**src/rtl/nibble_serial_sub_if.sv**
```systemverilog
// Operand/result handshake bundle for nibble_serial_sub.
// NIBBLE_SERIAL_SUB_OVF_EN adds the signed-overflow flag ovf.
interface nibble_serial_sub_if #(
  parameter int unsigned WIDTH = 16
);
  logic             in_valid;
  logic             in_ready;
  logic [WIDTH-1:0] a;
  logic [WIDTH-1:0] b;
  logic             b_in;
  logic             out_valid;
  logic             out_ready;
  logic [WIDTH-1:0] diff;
  logic             b_out;
  logic             busy;
`ifdef NIBBLE_SERIAL_SUB_OVF_EN
  logic             ovf;

  modport master (
    output in_valid, a, b, b_in, out_ready,
    input  in_ready, out_valid, diff, b_out, busy, ovf
  );

  modport slave (
    input  in_valid, a, b, b_in, out_ready,
    output in_ready, out_valid, diff, b_out, busy, ovf
  );
`else
  modport master (
    output in_valid, a, b, b_in, out_ready,
    input  in_ready, out_valid, diff, b_out, busy
  );

  modport slave (
    input  in_valid, a, b, b_in, out_ready,
    output in_ready, out_valid, diff, b_out, busy
  );
`endif
endinterface

```
**src/rtl/nibble_serial_sub.sv**
```systemverilog
// Nibble-serial subtractor: A - B - b_in, one 4-bit borrow-lookahead slice per clock.
// Optional signed overflow output under NIBBLE_SERIAL_SUB_OVF_EN.
module nibble_serial_sub #(
  parameter int unsigned WIDTH = 16
) (
  input  logic            clk,
  input  logic            rst_n,
  nibble_serial_sub_if.slave bus
);

  localparam int unsigned N     = WIDTH / 4;
  localparam int unsigned IDX_W = (N > 1) ? $clog2(N) : 1;
  localparam int unsigned OFS_W = IDX_W + 2;

  if ((WIDTH % 4) != 0 || WIDTH < 4) begin : g_bad_width
    $error("nibble_serial_sub: WIDTH must be a multiple of 4 and at least 4");
  end

  typedef enum logic [1:0] {
    S_IDLE = 2'd0,
    S_RUN  = 2'd1,
    S_DONE = 2'd2
  } state_t;

  state_t           r_state,     w_state_nxt;
  logic [WIDTH-1:0] r_a,         w_a_nxt;
  logic [WIDTH-1:0] r_b,         w_b_nxt;
  logic [WIDTH-1:0] r_diff,      w_diff_nxt;
  logic             r_borrow,    w_borrow_nxt;
  logic [IDX_W-1:0] r_idx,       w_idx_nxt;
  logic             r_in_ready,  w_in_ready_nxt;
  logic             r_out_valid, w_out_valid_nxt;
  logic             r_busy,      w_busy_nxt;
  logic             r_b_out,     w_b_out_nxt;
`ifdef NIBBLE_SERIAL_SUB_OVF_EN
  logic             r_ovf,       w_ovf_nxt;
`endif

  // Current slice operands
  logic [OFS_W-1:0] w_ofs;
  logic [3:0]       w_sa, w_sb, w_g, w_p, w_sd;
  logic [4:0]       w_c;
  logic             w_last;

  assign w_ofs  = {r_idx, 2'b00};
  assign w_sa   = r_a[w_ofs +: 4];
  assign w_sb   = r_b[w_ofs +: 4];
  assign w_last = (r_idx == IDX_W'(N - 1));

  // Borrow generate / propagate and lookahead borrows for one nibble
  always_comb begin
    w_g    = ~w_sa & w_sb;
    w_p    = ~(w_sa ^ w_sb);
    w_c[0] = r_borrow;
    w_c[1] = w_g[0] | (w_p[0] & r_borrow);
    w_c[2] = w_g[1] | (w_p[1] & w_g[0]) | (w_p[1] & w_p[0] & r_borrow);
    w_c[3] = w_g[2] | (w_p[2] & w_g[1]) | (w_p[2] & w_p[1] & w_g[0])
           | (w_p[2] & w_p[1] & w_p[0] & r_borrow);
    w_c[4] = w_g[3] | (w_p[3] & w_g[2]) | (w_p[3] & w_p[2] & w_g[1])
           | (w_p[3] & w_p[2] & w_p[1] & w_g[0])
           | (w_p[3] & w_p[2] & w_p[1] & w_p[0] & r_borrow);
    w_sd   = w_sa ^ w_sb ^ w_c[3:0];
  end

  // Next-state and next-register logic
  always_comb begin
    w_state_nxt  = r_state;
    w_a_nxt      = r_a;
    w_b_nxt      = r_b;
    w_diff_nxt   = r_diff;
    w_borrow_nxt = r_borrow;
    w_idx_nxt    = r_idx;
    w_b_out_nxt  = r_b_out;
`ifdef NIBBLE_SERIAL_SUB_OVF_EN
    w_ovf_nxt    = r_ovf;
`endif

    case (r_state)
      S_IDLE: begin
        if (bus.in_valid && r_in_ready) begin
          w_a_nxt      = bus.a;
          w_b_nxt      = bus.b;
          w_borrow_nxt = bus.b_in;
          w_idx_nxt    = '0;
          w_diff_nxt   = '0;
`ifdef NIBBLE_SERIAL_SUB_OVF_EN
          w_ovf_nxt    = 1'b0;
`endif
          w_state_nxt  = S_RUN;
        end
      end
      S_RUN: begin
        w_diff_nxt[w_ofs +: 4] = w_sd;
        w_borrow_nxt           = w_c[4];
        if (w_last) begin
          w_idx_nxt   = '0;
          w_b_out_nxt = w_c[4];
`ifdef NIBBLE_SERIAL_SUB_OVF_EN
          w_ovf_nxt   = (r_a[WIDTH-1] ^ r_b[WIDTH-1]) & (w_sd[3] ^ r_a[WIDTH-1]);
`endif
          w_state_nxt = S_DONE;
        end else begin
          w_idx_nxt = r_idx + IDX_W'(1);
        end
      end
      S_DONE: begin
        if (r_out_valid && bus.out_ready) begin
          w_state_nxt = S_IDLE;
        end
      end
      default: begin
        w_state_nxt = S_IDLE;
      end
    endcase

    w_in_ready_nxt  = (w_state_nxt == S_IDLE);
    w_out_valid_nxt = (w_state_nxt == S_DONE);
    w_busy_nxt      = (w_state_nxt != S_IDLE);
  end

  // State and datapath registers, synchronous reset
  always_ff @(posedge clk) begin
    if (!rst_n) begin
      r_state     <= S_IDLE;
      r_a         <= '0;
      r_b         <= '0;
      r_diff      <= '0;
      r_borrow    <= 1'b0;
      r_idx       <= '0;
      r_in_ready  <= 1'b1;
      r_out_valid <= 1'b0;
      r_busy      <= 1'b0;
      r_b_out     <= 1'b0;
`ifdef NIBBLE_SERIAL_SUB_OVF_EN
      r_ovf       <= 1'b0;
`endif
    end else begin
      r_state     <= w_state_nxt;
      r_a         <= w_a_nxt;
      r_b         <= w_b_nxt;
      r_diff      <= w_diff_nxt;
      r_borrow    <= w_borrow_nxt;
      r_idx       <= w_idx_nxt;
      r_in_ready  <= w_in_ready_nxt;
      r_out_valid <= w_out_valid_nxt;
      r_busy      <= w_busy_nxt;
      r_b_out     <= w_b_out_nxt;
`ifdef NIBBLE_SERIAL_SUB_OVF_EN
      r_ovf       <= w_ovf_nxt;
`endif
    end
  end

  assign bus.in_ready  = r_in_ready;
  assign bus.out_valid = r_out_valid;
  assign bus.diff      = r_diff;
  assign bus.b_out     = r_b_out;
  assign bus.busy      = r_busy;
`ifdef NIBBLE_SERIAL_SUB_OVF_EN
  assign bus.ovf       = r_ovf;
`endif

endmodule

```
**src/flat_wrapper.sv**
```systemverilog
// flat-port wrapper written by rule: the top's interface ports become plain ports
module nibble_serial_sub_flat 
#(
  parameter int unsigned WIDTH = 16
)
  (clk, rst_n, bus_in_valid, bus_a, bus_b, bus_b_in, bus_out_ready, bus_in_ready, bus_out_valid, bus_diff, bus_b_out, bus_busy);
  nibble_serial_sub_if #(.WIDTH(WIDTH)) bus_i ();
  input  logic clk;
  input  logic rst_n;
  input wire logic [$bits(bus_i.in_valid)-1:0] bus_in_valid;
  input wire logic [$bits(bus_i.a)-1:0] bus_a;
  input wire logic [$bits(bus_i.b)-1:0] bus_b;
  input wire logic [$bits(bus_i.b_in)-1:0] bus_b_in;
  input wire logic [$bits(bus_i.out_ready)-1:0] bus_out_ready;
  output wire logic [$bits(bus_i.in_ready)-1:0] bus_in_ready;
  output wire logic [$bits(bus_i.out_valid)-1:0] bus_out_valid;
  output wire logic [$bits(bus_i.diff)-1:0] bus_diff;
  output wire logic [$bits(bus_i.b_out)-1:0] bus_b_out;
  output wire logic [$bits(bus_i.busy)-1:0] bus_busy;
  assign bus_i.in_valid = bus_in_valid;
  assign bus_i.a = bus_a;
  assign bus_i.b = bus_b;
  assign bus_i.b_in = bus_b_in;
  assign bus_i.out_ready = bus_out_ready;
  assign bus_in_ready = bus_i.in_ready;
  assign bus_out_valid = bus_i.out_valid;
  assign bus_diff = bus_i.diff;
  assign bus_b_out = bus_i.b_out;
  assign bus_busy = bus_i.busy;
  nibble_serial_sub #(.WIDTH(WIDTH)) u_core (.clk(clk), .rst_n(rst_n), .bus(bus_i));
endmodule
```
**config.mk**
```make
export PLATFORM = sky130hd
export DESIGN_NAME = nibble_serial_sub_flat
export DESIGN_NICKNAME = d
export VERILOG_FILES = /design/src/rtl/nibble_serial_sub_if.sv /design/src/rtl/nibble_serial_sub.sv /design/src/flat_wrapper.sv
export SDC_FILE = /design/constraint.sdc
export NUM_CORES = 1
export LEC_CHECK = 0
export BUFFER_PORTS_ARGS = -buffer_cell sky130_fd_sc_hd__buf_2
export CAP_MARGIN = 10
export CORE_UTILIZATION = 48
export CTS_CLUSTER_SIZE = 24
export DETAILED_ROUTE_END_ITERATION = 10
export PLACE_DENSITY = 0.78
export SLEW_MARGIN = 10
export SYNTH_ARGS = -nofsm -noshare
export SYNTH_HDL_FRONTEND = slang
export SYNTH_SLANG_ARGS = --single-unit
```
**constraint.sdc**
```tcl
create_clock -name clk -period 2.5 [get_ports clk]
set_clock_uncertainty 0.1 [all_clocks]
set_input_delay 0.375 -clock clk [delete_from_list [all_inputs] [get_ports clk]]
set_output_delay 0.375 -clock clk [all_outputs]
set_load 0.005 [all_outputs]
```
# After elaboration in Yosys (flattened, before gate mapping)
# Index checks and enable logic that the tools add are counted.
# totals
regBits,57
in_bits,37
output_inout_bits,20
elab_cells,73
# op_classes
add_sub_neg,2
n_eq_ne,5
n_shift,4
muxes,12
bitwise,31
n_reduce_logical,9
# op_table
cell,n
$pmux W16 S2,1
$shiftx A16 B5 Y4,2
$and A1 B1 Y1,16
$bwmux W16,1
$mux W16,1
$shift A4 B6 Y16 const A,1
$shiftx A4 B6 Y16,1
$mux W2,5
$or A1 B1 Y1,10
$not A4 Y4,2
$xor A4 B4 Y4,2
$eq A2 B2 Y1 const B,3
$neg A4 Y6,1
$pmux W2 S3,1
$reduce_and A2 Y1,3
$and A4 B4 Y4,1
$logic_not A2 Y1,2
$pmux W2 S2,1
$reduce_bool A2 Y1,2
$add A2 B1 Y2 const B,1
$eq A2 B1 Y1 const B,1
$logic_and A1 B1 Y1,2
$ne A2 B1 Y1 const B,1
$pmux W1 S2,1
$mux W1,1

# Logic depth before layout (Yosys ltp)
# logic_depth
word_depth,11
ltp_mapped,8

# Least setup slack after synthesis
# No wires, ideal clock.
# synth_path
path_type,reg2reg
from,register u_core.r_idx[0]
to,register u_core.r_diff[3] (netlist: u_core.bus.diff[3])
arrival_ps,2391
path_slack_ps,-126
stages_incl_launch_ff,9
path_buffers,1
synth_period_minus_slack_ps,2626
cell_sequence,dfxtp_1 > buf_2 > mux4_2 > inv_1 > ha_1 > a21o_1 > and4_1 > o31ai_1 > o21ai_0
# synth_via
elab_chain_cells,11
word_cells_on_any_way,27
cone_classes,1 x add/sub; 4 x shift; 2 x mux; 20 x bitwise
# synth_rtl
element,line_no,rtl
start: declaration,nibble_serial_sub.sv:30,"logic [IDX_W-1:0] r_idx, w_idx_nxt;"
start signal: assignment,nibble_serial_sub.sv:143,r_idx <= w_idx_nxt;
$shiftx A16 B5 Y4 (on tied branches),"nibble_serial_sub.sv:46, nibble_serial_sub.sv:47",
$xor A4 B4 Y4 or $not A4 Y4 (tied branches),"nibble_serial_sub.sv:53, nibble_serial_sub.sv:62, nibble_serial_sub.sv:52",
$not A4 Y4 or $and A4 B4 Y4 (tied branches),"nibble_serial_sub.sv:53, nibble_serial_sub.sv:52",
$and A1 B1 Y1 (on tied branches),"nibble_serial_sub.sv:57, nibble_serial_sub.sv:58",
$or A1 B1 Y1 (tied with other cells),nibble_serial_sub.sv:57,w_c[3] = w_g[2] | (w_p[2] & w_g[1]) | (w_p[2] & w_p[1] & w_g[0])
$or A1 B1 Y1 or $and A1 B1 Y1 (tied branches),"nibble_serial_sub.sv:57, nibble_serial_sub.sv:58",
$or A1 B1 Y1,nibble_serial_sub.sv:58,| (w_p[2] & w_p[1] & w_p[0] & r_borrow);
$xor A4 B4 Y4,nibble_serial_sub.sv:62,w_sd = w_sa ^ w_sb ^ w_c[3:0];
$shiftx A4 B6 Y16,nibble_serial_sub.sv:93,w_diff_nxt[w_ofs +: 4] = w_sd;
$bwmux W16 *,nibble_serial_sub.sv:93,
$pmux W16 S2 *,nibble_serial_sub.sv:78,case (r_state)
end signal: assignment,nibble_serial_sub.sv:141,r_diff <= w_diff_nxt;
end: declaration,nibble_serial_sub.sv:28,"logic [WIDTH-1:0] r_diff, w_diff_nxt;"
# Every way passes the cells marked *; elsewhere a longest branch is shown, timed or not.
# A chain may end at the register's enable or synchronous reset.

# Worst setup path after layout
# layout_path
from,register u_core.r_idx[0]
to,register u_core.r_diff[7] (netlist: u_core.bus.diff[7])
# The elaborated chain is that of the path after synthesis.

==> metrics.yaml <==
grt:
  groute.usage.overall_pct: 22.8
  grt_remaining_overflow: 0
  grt_max_degree: 47
  first_global_vias: 2038
  antenna_found_initial: 0
  grt_first_pass_wirelength_microns: 9270
synth:
  synth_ff_type: "dfxtp_1"
  syn_inst: 283
  synth_area_leader_cell: "dfxtp_1"
  syn_area_sq_mm: 0.00247
  ys_async_sr_fraction_pct: 0
  synth-seq-cells: 57
  synth_cell_types: 41
  avgSynthCellArea_sq_um: 8.72
  yosys-top-cells-area: "dfxtp_1 (46%), nand2_1 (11%), a21oi_1 (8.9%)"
  syn_nets: 329
  synth_edf_count: 0
  yosys_warnings: 0
  ys_seq_area_share_pct: 46.2
  netlist.area_leader.share_pct: 46.2
run_status:
  status: "complete, no violations"
worst_setup_path:
  cp_num_buf_inv: 1
  cp.arrival_ns: 2.49
  critPathLaunchType: "flip-flop"
  reg2reg_setup_slack_ns: 0.11
  crit_type: "flip-flop to flip-flop"
  cp_slowest_cell: "mux4_2"
  r2r-end: "u_core.bus.diff[7]"
  ff2ff_path_depth: 7
  crit_path_end_kind: "flip-flop"
  regToRegStartpoint: "u_core.r_idx[0]"
  required_ns: 2.60
  worstSetupStartpoint: "u_core.r_idx[0]"
  crit_fanout: 10
  crit_path_max_incr_delay_ns: 0.50
  cp_cell_sequence: "buf_6, mux4_2, ha_1, a21oi_1, nor2b_1, o31ai_2, o21ai_0"
  cp_top_family: "compound AO/OA/AOI/OAI gates"
drt:
  antenna_left: 0
  post_drt_wl_per_cell_microns: 13.3
  vias: 2211
  wl_microns: 5510
  drc: 0
  first_pass_iters: 4
  vias_per_cell: 5.35
  drtIter0Drc: 140
timing:
  finalCritPeriodShare_pct: 95.7
  period_needed_ns: 2.39
  setup_viol: 0
  whs_ns: 0.174
  max_slew.worst_pin.slew_ns: 0.765
  hold_violations: 0
  max_freq_ghz: 0.418
  fin_setup_tns_ns: 0
  slew_headroom_pct: 48.9
  rsz0062_at_grt: "false"
  timing.final.ws_setup_ns: 0.106
  drv_slew: 0
clock_tree:
  postCtsSetupBuffers: 0
  htreeDepth: 3
  cts.repair.resized: 0
  clkSlewWorstSetupHoldPaths_ns: 0.07
  cts_made_buffers: 9
  cts.path.max_buffers: 2
  cts_root_buffer: "clkbuf_8"
  insertion_delay_ns: 0.33
  cts_sinks: 57
  ctsHoldBuffers: 0
  tritoncts: "built"
floorplan:
  die_w_microns: 73.7
  rows: 25
  start_util_pct: 50.9
  dieArea_sq_mm: 0.00543
  core_sq_mm: 0.00485
  pin_count: 57
  die_y_microns: 73.7
cells_and_area:
  synthToLayoutAreaGrowth_pct: 22.9
  nets: 387
  antenna_cells: 0
  fin_util_pct: 62.6
  drive_gt1_share_pct: 28.0
pwr:
  leakage_uw: 0.00123
  irDropWorstVdd_mv: 0.410
  power.density_mw_per_mm2: 747
flow_run:
  maxCapViolations: 0
place:
  port_buffers: 56
  dp_hpwl_microns: 3940
  gp_congestion: 0.779
  pre_cts_slack_ns: 0.0559
worst_hold_path:
  hold_path.class: "input pin to flip-flop"
  holdCritStartpoint: "bus_a[10]"
  hold_depth: 3
  worstHoldEndpoint: "u_core.r_a[10]"
power by group:
part	total, uW	switching (uW)	internal, uW
clock network	915	360	556
logic	355	206	149
registers	994	34.2	960
registers in the layout, summed over array words and instances (netlist names):
signal	flops
u_core.r_state	2
u_core.bus.busy	1
u_core.bus.b_out	1
u_core.r_a	16
u_core.bus.out_valid	1
u_core.r_borrow	1
u_core.r_idx	2
u_core.bus.diff	16
u_core.bus.in_ready	1
u_core.r_b	16
placed cells by master (no fill, tap or decap), types with 8 or more instances in the layout:
master     n
a21oi_1   44
buf_2     56
clkbuf_8   9
dfxtp_1   56
ha_1       8
mux4_2     8
nand2_1   73
nand3_1   12
nor2_1    10
stage by stage:
step	power, uW	std cells	instance area [sq um]
final	2260	413	3030
after global routing	2360	413	3030
after CTS	2270	413	3030
after detailed placement	1360	397	2820
after global placement	1350	397	2820
after floorplan	1250	283	2480
layout make-up:
type,count,area (sq um)
clock buffer,10,128
clock inverter,6,82.6
fill,445,1820
inverter,8,30.0
multi-input combinational,203,1230
sequential,57,1140
tap,67,83.8
timing repair buffer,62,329
cell families after synthesis:
group           count (synthesis)  synth area share (%)
simple gates                  118                  22.1
compound gates                 67                  15.2
flops                          57                  46.2
buf+inv                        23                  3.95
fa+ha+maj                       9                  4.87
mux                             8                  7.30
xor+xnor                        1                 0.355
worst max path at each step:
stage | end | slack (ns) | cells after the start
floorplan | u_core.bus.diff[3] | 0.005 | 8
global placement | u_core.bus.diff[3] | 0.11 | 7
detailed placement | u_core.bus.diff[7] | 0.06 | 6
CTS | u_core.bus.diff[7] | 0.04 | 6
global route | u_core.bus.diff[7] | 0.01 | 8
finish | u_core.bus.diff[7] | 0.11 | 7
worst register-to-register path, stage by stage, from the launching register on:
cell and delay (ns):
dfxtp_4 0.38, buf_6 0.15, mux4_2 0.50, ha_1 0.33, a21oi_1 0.18, nor2b_1 0.09, o31ai_2 0.39, o21ai_0 0.15
cell usage after synthesis (all sizes together) (3+ instances only):
master  number
nand2       73
dfxtp       57
a21oi       45
nand3       13
nor2        10
buf          9
ha           8
inv          8
mux4         8
o21ai        8
clkbuf       6
a211oi       3
and2         3
nand2b       3
nor3         3
routing by layer:
layer  wire [microns]  global-route usage [%]  part of all wire [%]  vias up
met3              328                    6.45                   5.9       16
met4              134                    11.5                   2.4        0
met1             2570                    28.7                    47     1022
li1                 -                       -                     -     1095
met5                0                       0                     0        -
met2             2480                    35.8                    45       78
No activity file was read; power rests on OpenSTA's default activity.
